`src/rtl/sdhci_pkg.sv`:
```
// Shared types and encodings for the SD host CMD-line arbiter.
// Error struct layout matches the engine's {index, end bit, crc, timeout} bus.
package sdhci_pkg;

  typedef struct packed {
    logic index;
    logic end_bit;
    logic crc;
    logic timeout;
  } cmd_err_t;

  typedef struct packed {
    logic [5:0]  index;
    logic [31:0] arg;
    logic [1:0]  resp_type;
  } cmd_t;

  localparam int unsigned ACMD_ERR_NOT_EXEC   = 0;
  localparam int unsigned ACMD_ERR_TIMEOUT    = 1;
  localparam int unsigned ACMD_ERR_CRC        = 2;
  localparam int unsigned ACMD_ERR_END_BIT    = 3;
  localparam int unsigned ACMD_ERR_INDEX      = 4;
  localparam int unsigned ACMD_ERR_NOT_ISSUED = 7;

  localparam logic [1:0] RESP_NONE    = 2'b00;
  localparam logic [1:0] RESP_136     = 2'b01;
  localparam logic [1:0] RESP_48      = 2'b10;
  localparam logic [1:0] RESP_48_BUSY = 2'b11;

  typedef enum logic [2:0] {
    ST_IDLE      = 3'd0,
    ST_ISSUE_DRV = 3'd1,
    ST_WAIT_DRV  = 3'd2,
    ST_ISSUE_ACMD = 3'd3,
    ST_WAIT_ACMD = 3'd4
  } arb_state_t;

  // Places the engine's response error flags into Auto CMD12 Error Status positions.
  function automatic logic [7:0] acmd_err_bits(cmd_err_t e);
    logic [7:0] b;
    b = '0;
    b[ACMD_ERR_TIMEOUT] = e.timeout;
    b[ACMD_ERR_CRC]     = e.crc;
    b[ACMD_ERR_END_BIT] = e.end_bit;
    b[ACMD_ERR_INDEX]   = e.index;
    return b;
  endfunction

endpackage

```
`src/rtl/sdhci_cmd_req_latch.sv`:
```
// One requester slot: a pending flag plus the command captured when it was set.
// A request while already pending is ignored; a clear always wins.
module sdhci_cmd_req_latch
  import sdhci_pkg::*;
(
  input  logic clk_i,
  input  logic rst_ni,
  input  logic clr_i,
  input  logic req_i,
  input  cmd_t cmd_i,
  output logic pend_o,
  output cmd_t cmd_o
);

  always_ff @(posedge clk_i or negedge rst_ni) begin
    if (!rst_ni) begin
      pend_o <= 1'b0;
      cmd_o  <= '0;
    end else if (clr_i) begin
      pend_o <= 1'b0;
    end else if (req_i && !pend_o) begin
      pend_o <= 1'b1;
      cmd_o  <= cmd_i;
    end
  end

endmodule

```
`src/rtl/sdhci_cmd_arbiter.sv`:
```
// Orders driver commands and Auto CMD12 onto the single CMD line engine and
// owns the Auto CMD12 Error Status register.
module sdhci_cmd_arbiter
  import sdhci_pkg::*;
#(
  parameter logic [5:0]  AcmdIndex    = 6'd12,
  parameter logic [31:0] AcmdArg      = 32'h0,
  parameter logic [1:0]  AcmdRespType = RESP_48_BUSY
) (
  input  logic        clk_i,
  input  logic        rst_ni,
  input  logic        soft_rst_i,
  input  logic        drv_req_i,
  input  logic [5:0]  drv_index_i,
  input  logic [31:0] drv_arg_i,
  input  logic [1:0]  drv_resp_type_i,
  output logic        drv_done_o,
  output logic [3:0]  drv_err_o,
  input  logic        acmd_req_i,
  output logic        acmd_done_o,
  // Engine handshake: a command transfers on the cycle cmd_valid_o and
  // cmd_ready_i are both high; fields stay stable while valid waits for ready.
  output logic        cmd_valid_o,
  input  logic        cmd_ready_i,
  output logic [5:0]  cmd_index_o,
  output logic [31:0] cmd_arg_o,
  output logic [1:0]  cmd_resp_type_o,
  input  logic        rsp_done_i,
  input  logic [3:0]  rsp_err_i,
  output logic        cmd_inhibit_o,
  output logic [7:0]  acmd_err_o,
  input  logic [7:0]  acmd_err_clr_i,
  output logic [2:0]  dbg_state_o
);

  arb_state_t state;
  cmd_err_t   rsp_err;
  cmd_t       drv_in, acmd_in, drv_held, acmd_held, drv_eff, acmd_eff;
  logic       drv_pend, acmd_pend;
  logic       drv_fin, acmd_fin, rsp_bad, drop_drv, drop_acmd;
  logic       drv_clr, acmd_clr;
  logic       drop_drv_q, drop_acmd_q;
  logic [7:0] acmd_err_set;

  assign rsp_err = cmd_err_t'(rsp_err_i);
  assign drv_in  = {drv_index_i, drv_arg_i, drv_resp_type_i};
  assign acmd_in = {AcmdIndex, AcmdArg, AcmdRespType};

  assign rsp_bad   = |rsp_err_i;
  assign drv_fin   = (state == ST_WAIT_DRV) && rsp_done_i;
  assign acmd_fin  = (state == ST_WAIT_ACMD) && rsp_done_i;
  // A bad response cancels whichever other command is queued behind it.
  assign drop_drv  = acmd_fin && rsp_bad && drv_pend;
  assign drop_acmd = drv_fin && rsp_bad && acmd_pend;
  assign drv_clr   = soft_rst_i || drv_fin || drop_drv;
  assign acmd_clr  = soft_rst_i || acmd_fin || drop_acmd;

  assign drv_eff  = drv_pend ? drv_held : drv_in;
  assign acmd_eff = acmd_pend ? acmd_held : acmd_in;

  sdhci_cmd_req_latch u_drv_latch (
    .clk_i  (clk_i),
    .rst_ni (rst_ni),
    .clr_i  (drv_clr),
    .req_i  (drv_req_i),
    .cmd_i  (drv_in),
    .pend_o (drv_pend),
    .cmd_o  (drv_held)
  );

  sdhci_cmd_req_latch u_acmd_latch (
    .clk_i  (clk_i),
    .rst_ni (rst_ni),
    .clr_i  (acmd_clr),
    .req_i  (acmd_req_i),
    .cmd_i  (acmd_in),
    .pend_o (acmd_pend),
    .cmd_o  (acmd_held)
  );

  always_comb begin
    acmd_err_set = '0;
    if (!soft_rst_i) begin
      if (acmd_fin) begin
        acmd_err_set = acmd_err_bits(rsp_err);
        acmd_err_set[ACMD_ERR_NOT_ISSUED] = drop_drv;
      end else if (drv_fin) begin
        acmd_err_set[ACMD_ERR_NOT_EXEC] = drop_acmd;
      end
    end
  end

  // Set beats clear; software reset of the CMD line leaves the status intact.
  always_ff @(posedge clk_i or negedge rst_ni) begin
    if (!rst_ni) acmd_err_o <= '0;
    else         acmd_err_o <= (acmd_err_o & ~acmd_err_clr_i) | acmd_err_set;
  end

  always_ff @(posedge clk_i or negedge rst_ni) begin
    if (!rst_ni) begin
      state           <= ST_IDLE;
      cmd_valid_o     <= 1'b0;
      cmd_index_o     <= '0;
      cmd_arg_o       <= '0;
      cmd_resp_type_o <= '0;
      drv_done_o      <= 1'b0;
      drv_err_o       <= '0;
      acmd_done_o     <= 1'b0;
      drop_drv_q      <= 1'b0;
      drop_acmd_q     <= 1'b0;
    end else if (soft_rst_i) begin
      state           <= ST_IDLE;
      cmd_valid_o     <= 1'b0;
      cmd_index_o     <= '0;
      cmd_arg_o       <= '0;
      cmd_resp_type_o <= '0;
      drv_done_o      <= 1'b0;
      drv_err_o       <= '0;
      acmd_done_o     <= 1'b0;
      drop_drv_q      <= 1'b0;
      drop_acmd_q     <= 1'b0;
    end else begin
      // A dropped command reports completion one cycle after the failing one.
      drv_done_o  <= drop_drv_q;
      acmd_done_o <= drop_acmd_q;
      drop_drv_q  <= 1'b0;
      drop_acmd_q <= 1'b0;
      if (drop_drv_q) drv_err_o <= '0;
      case (state)
        ST_IDLE: begin
          if (acmd_pend || acmd_req_i) begin
            state       <= ST_ISSUE_ACMD;
            cmd_valid_o <= 1'b1;
            {cmd_index_o, cmd_arg_o, cmd_resp_type_o} <= acmd_eff;
          end else if (drv_pend || drv_req_i) begin
            state       <= ST_ISSUE_DRV;
            cmd_valid_o <= 1'b1;
            {cmd_index_o, cmd_arg_o, cmd_resp_type_o} <= drv_eff;
          end
        end
        ST_ISSUE_DRV, ST_ISSUE_ACMD: begin
          if (cmd_ready_i) begin
            cmd_valid_o <= 1'b0;
            state       <= (state == ST_ISSUE_DRV) ? ST_WAIT_DRV : ST_WAIT_ACMD;
          end
        end
        ST_WAIT_DRV: begin
          if (rsp_done_i) begin
            drv_done_o <= 1'b1;
            drv_err_o  <= rsp_err_i;
            state      <= ST_IDLE;
            if (acmd_pend && !rsp_bad) begin
              state       <= ST_ISSUE_ACMD;
              cmd_valid_o <= 1'b1;
              {cmd_index_o, cmd_arg_o, cmd_resp_type_o} <= acmd_eff;
            end else if (acmd_pend) begin
              drop_acmd_q <= 1'b1;
            end
          end
        end
        ST_WAIT_ACMD: begin
          if (rsp_done_i) begin
            acmd_done_o <= 1'b1;
            state       <= ST_IDLE;
            if (drv_pend && !rsp_bad) begin
              state       <= ST_ISSUE_DRV;
              cmd_valid_o <= 1'b1;
              {cmd_index_o, cmd_arg_o, cmd_resp_type_o} <= drv_eff;
            end else if (drv_pend) begin
              drop_drv_q <= 1'b1;
            end
          end
        end
        default: state <= ST_IDLE;
      endcase
    end
  end

  assign cmd_inhibit_o = (state != ST_IDLE) || drv_pend || acmd_pend;
  assign dbg_state_o   = state;

endmodule

```
`config.mk`:
```
export PLATFORM = sky130hd
export DESIGN_NAME = sdhci_cmd_arbiter
export DESIGN_NICKNAME = d
export VERILOG_FILES = /design/src/rtl/sdhci_pkg.sv /design/src/rtl/sdhci_cmd_req_latch.sv /design/src/rtl/sdhci_cmd_arbiter.sv
export SDC_FILE = /design/constraint.sdc
export NUM_CORES = 1
export LEC_CHECK = 0
export CORE_MARGIN = 8
export CORE_UTILIZATION = 30
export CTS_CLUSTER_DIAMETER = 40
export DETAILED_ROUTE_END_ITERATION = 16
export MAX_ROUTING_LAYER = met4
export SKIP_LAST_GASP = 1
export SLEW_MARGIN = 10
export SYNTH_ARGS = -nofsm -noshare
export SYNTH_HDL_FRONTEND = slang
export SYNTH_SLANG_ARGS = --single-unit
```
`constraint.sdc`:
```
create_clock -name clk_i -period 4.2 [get_ports clk_i]
set_input_delay 0.42 -clock clk_i [delete_from_list [all_inputs] [get_ports clk_i]]
set_output_delay 0.42 -clock clk_i [all_outputs]
set_load 0.02 [all_outputs]
```
==> impl_metrics.env, run 1 <==
export IMPL_status="completed"
export IMPL_ant_nets=0
export IMPL_fillers=1502
export IMPL_grt_max_degree=57
export IMPL_cts_tree="done"
export IMPL_async_flop_share_pct=100
export IMPL_vias=3516
export IMPL_grt_remaining_overflow=0
export IMPL_cp_max_fo=29
export IMPL_criticalPathCategory="reg -> out"
export IMPL_via_per_inst=4.79
export IMPL_clockRootBuffer="clkbuf_16"
export IMPL_netlist_top_cell_by_area="dfrtp_1"
export IMPL_layout_nets=570
export IMPL_fp_dieH_um=143
export IMPL_drtIter0Drc=155
export IMPL_io_pins=118
export IMPL_r2r_end="cmd_arg_o[7]"
export IMPL_tns_ns=0
export IMPL_dieWidth_um=143
export IMPL_path_clk_slew_ns=0.07
export IMPL_min_period_ns=2.94
export IMPL_maxCapViolations=0
export IMPL_cts_num_sinks=103
export IMPL_synthDistinctLibCells=41
export IMPL_synth_area_top_cells="dfrtp_1, mux2_1, o31ai_2"
export IMPL_ir_worst_vdd_mv=0.195
export IMPL_whs_ns=0.460
export IMPL_synthCells=404
export IMPL_regToRegStartpoint="u_drv_latch.pend_o"
export IMPL_final_layout_size_suffix_gt1_share_pct=12.8
export IMPL_gp_congestion=0.949
export IMPL_rrSetupSlack_ns=1.43
export IMPL_routed_wl_um=12100
export IMPL_final_common_cell="clkdlybuf4s50_1"
export IMPL_drc=0
export IMPL_final_cell_mix="clkdlybuf4s50_1, dfrtp_1, nand2_1, mux2i_1, mux2_1"
export IMPL_max_slew_margin_rel_pct=38.4
export IMPL_p_leak_nw=2.68
export IMPL_grt_pass1_vias=3681
export IMPL_worstMarginPinSlew_ns=0.920
export IMPL_synth_top_area_share_pct=53.5
export IMPL_row_count=46
export IMPL_wire_per_inst_um=16.4
export IMPL_die_area_um2=20400
export IMPL_ctsLongestPathBuffers=2
export IMPL_clock_latency_ns=0.34
export IMPL_crit_arrival_ns=2.52
export IMPL_timing_final_max_slew_violations=0
export IMPL_ys_seq_area_share_pct=53.5
export IMPL_crit_required_ns=3.78
export IMPL_synthesis_area_um2=4820
export IMPL_period_share_pct=69.9
export IMPL_initial_core_util_pct=30.5
export IMPL_synth_edf_count=0
export IMPL_cts_made_buffers=9
export IMPL_rsz0062_at_grt="no"
export IMPL_clock_skew_ns=0.00582
export IMPL_startpoint="u_drv_latch.pend_o"
export IMPL_synth_ff_type="dfrtp_1"
export IMPL_dr_pass1_iters=4
export IMPL_r2r_cells=6
export IMPL_finalHoldViolations=0
export IMPL_syn_mean_instance_area_um2=11.9
export IMPL_core_um2=15800
export IMPL_grt_antenna_before_repair=1
export IMPL_powerDensity_nw_per_um2=539
export IMPL_post_route_util_pct=41.2
export IMPL_cts_htree_levels=3
export IMPL_synth_warnings=0
export IMPL_grt_pass1_wl_um=19800
export IMPL_grt_usage_pct=12.7
export IMPL_cp_start_kind="register"
export IMPL_setup_worst_path_end="cmd_inhibit_o"
export IMPL_fmax_mhz=341
export IMPL_hpwl_um=8550
export IMPL_ys_ff_latch=103
export IMPL_setup_violations=0
export IMPL_cp_end_kind="output pin"
export IMPL_io_buffers=117
export IMPL_synth_fp_nets=463
export IMPL_areaGrowthSynthToFinish_pct=35.3
export IMPL_min_path_type="in -> async"
## sequential cells by signal (all words and copies together), names as in the netlist, 2 cells and up
register           count
cmd_arg_o             32
cmd_index_o            6
acmd_err_o             8
cmd_resp_type_o        2
u_drv_latch.cmd_o     40
dbg_state_o            3
drv_err_o              4
## final cells by class
class | count | area (um^2) | area share (%)
diodes | 2 | 5.00 | 0.0767
clock buffers | 13 | 260 | 3.99
clock inverters | 3 | 65.1 | 0.997
inverters | 8 | 30.0 | 0.460
multi-input cells | 264 | 2070 | 31.7
flip-flops and latches | 103 | 2580 | 39.5
well taps | 216 | 270 | 4.14
repair buffers | 125 | 1240 | 19.1
## kinds of logic after synthesis
group | synth area share, %
and+or+nand+nor | 9.81
buffers and inverters | 3.79
AOI/OAI and AO/OA | 15.3
DFF | 53.5
muxes | 17.6
## how the worst min path moves through the flow
stage | depth (start not counted) | to | startpoint
finish | 2 | drv_done_o | rst_ni
global route | 2 | acmd_err_o[4] | rst_ni
CTS | 2 | drv_done_o | rst_ni
detailed placement | 1 | drv_done_o | rst_ni
global placement | 1 | drv_done_o | rst_ni
floorplan | 0 | acmd_done_o | rst_ni
## repair_timing
action / CTS / global route
resized for setup: 0 / 0
setup buffers: 0 / 0
hold endpoints to repair: 10 / 0
setup endpoints to repair: 0 / 0
hold buffers: 1 / 0
## worst max-delay path: stages (launching register included)
cell,delay (ns)
dfrtp_2,0.63
buf_4,0.40
or4_1,0.56
clkdlybuf4s50_1,0.56
## cell usage after synthesis (3+ instances only)
cell	instances
nor3b_1	4
mux2_1	40
o21ai_1	7
clkbuf_1	13
mux2i_1	40
nand2_1	51
inv_1	8
buf_6	4
a21oi_1	10
o21ai_0	8
o31ai_2	36
dfrtp_1	103
o22ai_1	5
nor3_1	4
nor4_1	3
nand2b_1	4
buf_2	10
nor2b_1	3
nor2_1	25
a21o_1	3
## layer usage
metal  vias up  global-route usage [%]  routed length, um
met2       100                    19.8               5850
met1      1731                    15.3               5290
met5         -                       -                  0
met4         0                    5.87                235
li1       1668                       -                  -
met3        17                    3.07                695
## power by group
part,internal (mW),switching (mW)
Clock,0.555,0.357
Sequential,1.25,0.182
Combinational,0.536,0.634
Total,2.34,1.17
## stage by stage
step | instances | total power, mW | area (um^2) | worst slack, ns
floorplan | 404 | 2.16 | 4820 | 2.25
global placement | 715 | 2.61 | 6180 | 1.26
CTS | 732 | 3.59 | 6520 | 1.21
finish | 734 | 3.52 | 6520 | 1.26
detailed placement | 715 | 2.65 | 6180 | 1.22
global route | 733 | 3.74 | 6520 | 1.19
Note: power is estimated with default switching activity, not from simulation.
==> run 2, diff against run 1 <==
clock period = 3 ns   (was 4.2 ns; I/O delays follow)
==> run 2 against run 1 <==
Against the previous run:
- the flow now finishes with violations (hold timing)
- total power is 41% higher
- combinational power increased by 45%
- sequential share of layout area shrank 0.18 points
- non-clock buffer count up 3
- design area rose by 0.46%
- clock-buffer cell count fell by 4
- sequential cell count is the same
- cell count increased by 0.41%
- utilization increased by 0.19 points
- clock power rose by 39%
- hold slack worse by 0.47 ns
- critical path type unchanged
- largest cell class unchanged
- largest power group unchanged
==> impl_metrics.env, run 2 (same netlist as run 1, synthesis figures left out) <==
export IMPL_io_buffers=117
export IMPL_cp_start_kind="register"
export IMPL_cts_made_buffers=9
export IMPL_worstMarginPinSlew_ns=0.715
export IMPL_grt_remaining_overflow=0
export IMPL_hpwl_um=8690
export IMPL_core_um2=15800
export IMPL_final_cell_mix="clkdlybuf4s50_1, dfrtp_1, nand2_1, mux2i_1, mux2_1"
export IMPL_drtIter0Drc=163
export IMPL_fp_dieH_um=143
export IMPL_top_regs="u_drv_latch.cmd_o x40, cmd_arg_o x32, acmd_err_o x8"
export IMPL_powerDensity_nw_per_um2=754
export IMPL_drc=0
export IMPL_crit_required_ns=2.70
export IMPL_clock_latency_ns=0.35
export IMPL_grt_pass1_wl_um=20000
export IMPL_status="complete, but fails checks"
export IMPL_top_register="u_drv_latch.cmd_o"
export IMPL_maxCapViolations=0
export IMPL_die_area_um2=20400
export IMPL_place_area_um2=6230
export IMPL_cp_max_fo=13
export IMPL_rsz0062_at_grt="no"
export IMPL_fillers=1502
export IMPL_grt_pass1_vias=3817
export IMPL_period_share_pct=83.1
export IMPL_cts_htree_levels=3
export IMPL_cts_resized=0
export IMPL_gp_congestion=0.884
export IMPL_ctsLongestPathBuffers=2
export IMPL_tns_ns=0
export IMPL_multiInputGateArea_um2=2070
export IMPL_post_route_util_pct=41.4
export IMPL_finalHoldViolations=8
export IMPL_dr_pass1_iters=4
export IMPL_io_pins=118
export IMPL_fmax_mhz=401
export IMPL_clockRootBuffer="clkbuf_16"
export IMPL_ir_worst_vdd_mv=0.321
export IMPL_row_count=46
export IMPL_initial_core_util_pct=30.5
export IMPL_cp_end_kind="output pin"
export IMPL_grt_usage_pct=12.9
export IMPL_setup_violations=0
export IMPL_grt_antenna_before_repair=1
export IMPL_timing_final_ws_setup_ns=0.506
export IMPL_rrSetupSlack_ns=0.53
export IMPL_dieWidth_um=143
export IMPL_final_area_um2=6550
export IMPL_vias=3571
export IMPL_crit_arrival_ns=2.19
export IMPL_dp_worst_setup_slack_ns=0.350
export IMPL_cts_num_sinks=103
export IMPL_min_period_ns=2.49
export IMPL_post_cts_buffers=0
export IMPL_via_per_inst=4.85
export IMPL_seq_area_um2=2580
export IMPL_path_clk_slew_ns=0.07
export IMPL_whs_ns=-0.0143
export IMPL_areaGrowthSynthToFinish_pct=35.9
export IMPL_routed_wl_um=12300
export IMPL_layout_nets=573
export IMPL_wire_per_inst_um=16.7
export IMPL_max_slew_margin_rel_pct=52.3
export IMPL_cts_hold_buffers_added=0
export IMPL_p_leak_nw=2.70
export IMPL_final_layout_size_suffix_gt1_share_pct=13.9
export IMPL_clock_skew_ns=0.00711
export IMPL_min_path_type="in -> async"
export IMPL_timing_final_max_slew_violations=0
export IMPL_ant_nets=0
export IMPL_final_common_cell="clkdlybuf4s50_1"
export IMPL_grt_max_degree=55
export IMPL_violations="hold timing"
export IMPL_criticalPathCategory="reg -> out"
export IMPL_cts_tree="done"
export IMPL_largest_reg_flops=40
run 2: changes by cell type in the layout (fill, tap and decap cells not counted), sizes merged:
cell | previous run | this run
buf | 8 | 12
dlygate4sd3 | 1 | 0
clkinvlp | 0 | 2
clkinv | 1 | 3
clkbuf | 13 | 9
run 2: report_power, final:
part | switching, mW | internal, mW | total (mW)
combinational | 0.945 | 0.759 | 1.70
clock | 0.541 | 0.733 | 1.27
sequential | 0.213 | 1.75 | 1.97
total | 1.70 | 3.25 | 4.94
run 2: critical path: stages, from the launching register on:
cell and delay [ns]:
dfrtp_1 0.51, or2_2 0.36, or4_1 0.41, clkdlybuf4s50_1 0.57
run 2: path summary, 6_finish.rpt:
kind | from | end | cells after the start
worst max register to register | dbg_state_o[1] | cmd_arg_o[13] | 6
worst max-delay path | dbg_state_o[1] | cmd_inhibit_o | 3
worst min-delay path | rst_ni | drv_done_o | 1
min in group clk_i | drop_acmd_q | acmd_done_o | 2
worst min register to register | drop_acmd_q | acmd_done_o | 2
max in group asynchronous | rst_ni | u_drv_latch.cmd_o[31] | 2
run 2: final cells by class:
type,count,area share [%]
antenna,2,0.0764
clock buffer,9,3.44
sequential,103,39.3
timing repair buffer,128,19.5
tap,216,4.12
clock inverter,7,1.49
inverter,8,0.458
multi-input combinational,264,31.6
run 2: through the flow:
stage | cells | total power, mW
2_1_floorplan | 404 | 3.03
3_3_place_gp | 719 | 3.67
3_5_place_dp | 719 | 3.73
4_1_cts | 735 | 5.02
5_1_grt | 736 | 5.24
6_report | 737 | 4.94
run 2: routing by layer:
layer  vias up  part of all wire [%]  GRT usage, %
met5         -                     0             -
met2       120                    48          20.1
met1      1757                    44          15.6
li1       1675                     -             -
met4         0                   2.2          6.21
met3        19                   5.7          2.94
==> run 3, diff against run 2 <==
clock period = 2.2 ns   (was 3 ns; I/O delays follow)
==> run 3 against run 2 <==
Against the previous run:
- the run now ends clean
- clock skew rose by 0.0020 ns
- design area rose by 1.1%
- non-clock buffer count rose by 13
- hold slack improved by 0.42 ns
- clock power rose by 13%
- global-route usage fell by 0.14 points
- die area did not move
- utilization rose by 0.46 points
==> impl_metrics.env, run 3 (same netlist as run 1, synthesis figures left out) <==
export IMPL_timing_final_ws_setup_ns=0.0526
export IMPL_pwr_share_comb_pct=36.6
export IMPL_fp_dieH_um=143
export IMPL_ctsLongestPathBuffers=2
export IMPL_final_common_cell="clkdlybuf4s50_1"
export IMPL_post_route_util_pct=41.9
export IMPL_layout_nets=586
export IMPL_hpwl_um=8850
export IMPL_areaGrowthSynthToFinish_pct=37.4
export IMPL_rrSetupSlack_ns=0.24
export IMPL_row_count=46
export IMPL_dp_worst_setup_slack_ns=-0.0122
export IMPL_gp_congestion=0.885
export IMPL_largest_reg_flops=40
export IMPL_dr_pass1_iters=4
export IMPL_cts_htree_levels=3
export IMPL_swShare_pct=34.7
export IMPL_pwr_share_clk_pct=22.1
export IMPL_path_delay_family="simple AND/OR/NAND/NOR gates"
export IMPL_die_area_um2=20400
export IMPL_routed_wl_um=12200
export IMPL_cts_made_buffers=9
export IMPL_cp_cell_sequence="or2_2 -> or4_1 -> dlygate4sd2_1"
export IMPL_cts_num_sinks=103
export IMPL_p_int_mw=4.27
export IMPL_wire_per_inst_um=16.3
export IMPL_p_seq_share_pct=41.3
export IMPL_worstMarginPinSlew_ns=0.532
export IMPL_status="completed"
export IMPL_finalHoldViolations=0
export IMPL_maxCapViolations=0
export IMPL_fmax_mhz=466
export IMPL_final_area_um2=6630
export IMPL_clock_skew_ns=0.00913
export IMPL_rsz0062_at_grt="no"
export IMPL_crit_buf_inv=1
export IMPL_cp_num_cells=3
export IMPL_p_leak_nw=2.73
export IMPL_cts_tree="done"
export IMPL_cp_end_kind="output pin"
export IMPL_place_area_um2=6350
export IMPL_initial_core_util_pct=30.5
export IMPL_top_regs="u_drv_latch.cmd_o x40, cmd_arg_o x32, acmd_err_o x8"
export IMPL_r2r_cells=5
export IMPL_grt_antenna_before_repair=2
export IMPL_grt_pass1_vias=3703
export IMPL_io_buffers=117
export IMPL_clock_latency_ns=0.34
export IMPL_period_share_pct=97.6
export IMPL_ant_nets=0
export IMPL_path_clk_slew_ns=0.06
export IMPL_power_switching_mw=2.27
export IMPL_drc=0
export IMPL_grt_max_degree=53
export IMPL_stdcell_count=749
export IMPL_final_layout_size_suffix_gt1_share_pct=15.1
export IMPL_grt_remaining_overflow=0
export IMPL_cpPeakStageDelay_ns=0.49
export IMPL_timing_final_max_slew_violations=0
export IMPL_min_period_ns=2.15
export IMPL_io_pins=118
export IMPL_max_slew_margin_rel_pct=64.6
export IMPL_top_register="u_drv_latch.cmd_o"
export IMPL_crit_required_ns=1.98
export IMPL_grt_usage_pct=12.8
export IMPL_tns_ns=0
export IMPL_grt_pass1_wl_um=19900
export IMPL_criticalPathCategory="reg -> out"
export IMPL_setup_violations=0
export IMPL_core_um2=15800
export IMPL_dieWidth_um=143
export IMPL_cp_max_fo=10
export IMPL_dp_cells=731
export IMPL_crit_slowest_cell="dfrtp_1"
export IMPL_vias=3528
export IMPL_cp_start_kind="register"
export IMPL_ir_worst_vdd_mv=0.402
export IMPL_clockRootBuffer="clkbuf_16"
export IMPL_post_cts_buffers=0
export IMPL_final_cell_mix="clkdlybuf4s50_1, dfrtp_1, nand2_1, mux2i_1, mux2_1"
export IMPL_min_path_type="in -> async"
export IMPL_finalPower_mw=6.53
export IMPL_drtIter0Drc=134
export IMPL_powerDensity_nw_per_um2=986
export IMPL_whs_ns=0.405
export IMPL_via_per_inst=4.71
export IMPL_crit_arrival_ns=1.93
-- run 3: cell count changes in the layout (fill, tap and decap cells not counted), sizes merged, moves of 2 or more --
cell,delta
buf,+12
bufinv,-2
clkbuf,+3
clkinv,-3
-- run 3: final timing paths --
kind,start,endpoint
min,rst_ni,drv_done_o
min in group clk_i,acmd_err_clr_i[6],acmd_err_o[6]
max,dbg_state_o[1],cmd_inhibit_o
max reg2reg,dbg_state_o[1],u_drv_latch.cmd_o[31]
max in group asynchronous,rst_ni,cmd_arg_o[26]
min reg2reg,acmd_err_o[0],acmd_err_o[0]
-- run 3: layout make-up --
cell class,instances,area (um^2)
Antenna cell,2,5.00
Clock buffer,12,236
Clock inverter,3,22.5
Fill cell,1497,9200
Inverter,8,30.0
Multi-Input combinational cell,264,2070
Sequential cell,103,2580
Tap cell,216,270
Timing Repair Buffer,141,1410
-- run 3: what timing repair did --
item	CTS	global route
endpoints found under the setup margin	1	0
endpoints found under the hold margin	36	0
hold buffers	1	0
resized for setup	1	0
-- run 3: metal layers --
metal | GRT usage, % | wire length (um)
met1 | 15.2 | 5330
met2 | 20.5 | 6030
met3 | 4.47 | 767
met4 | 2.85 | 54
met5 | - | 0
-- run 3: power by group through the flow --
stage | combinational [mW] | clock [mW] | sequential [mW]
floorplan | 1.20 | 0 | 2.92
global placement | 2.38 | 0 | 2.71
detailed placement | 2.43 | 0 | 2.73
CTS | 2.43 | 1.52 | 2.70
global route | 2.59 | 1.61 | 2.77
finish | 2.39 | 1.44 | 2.70
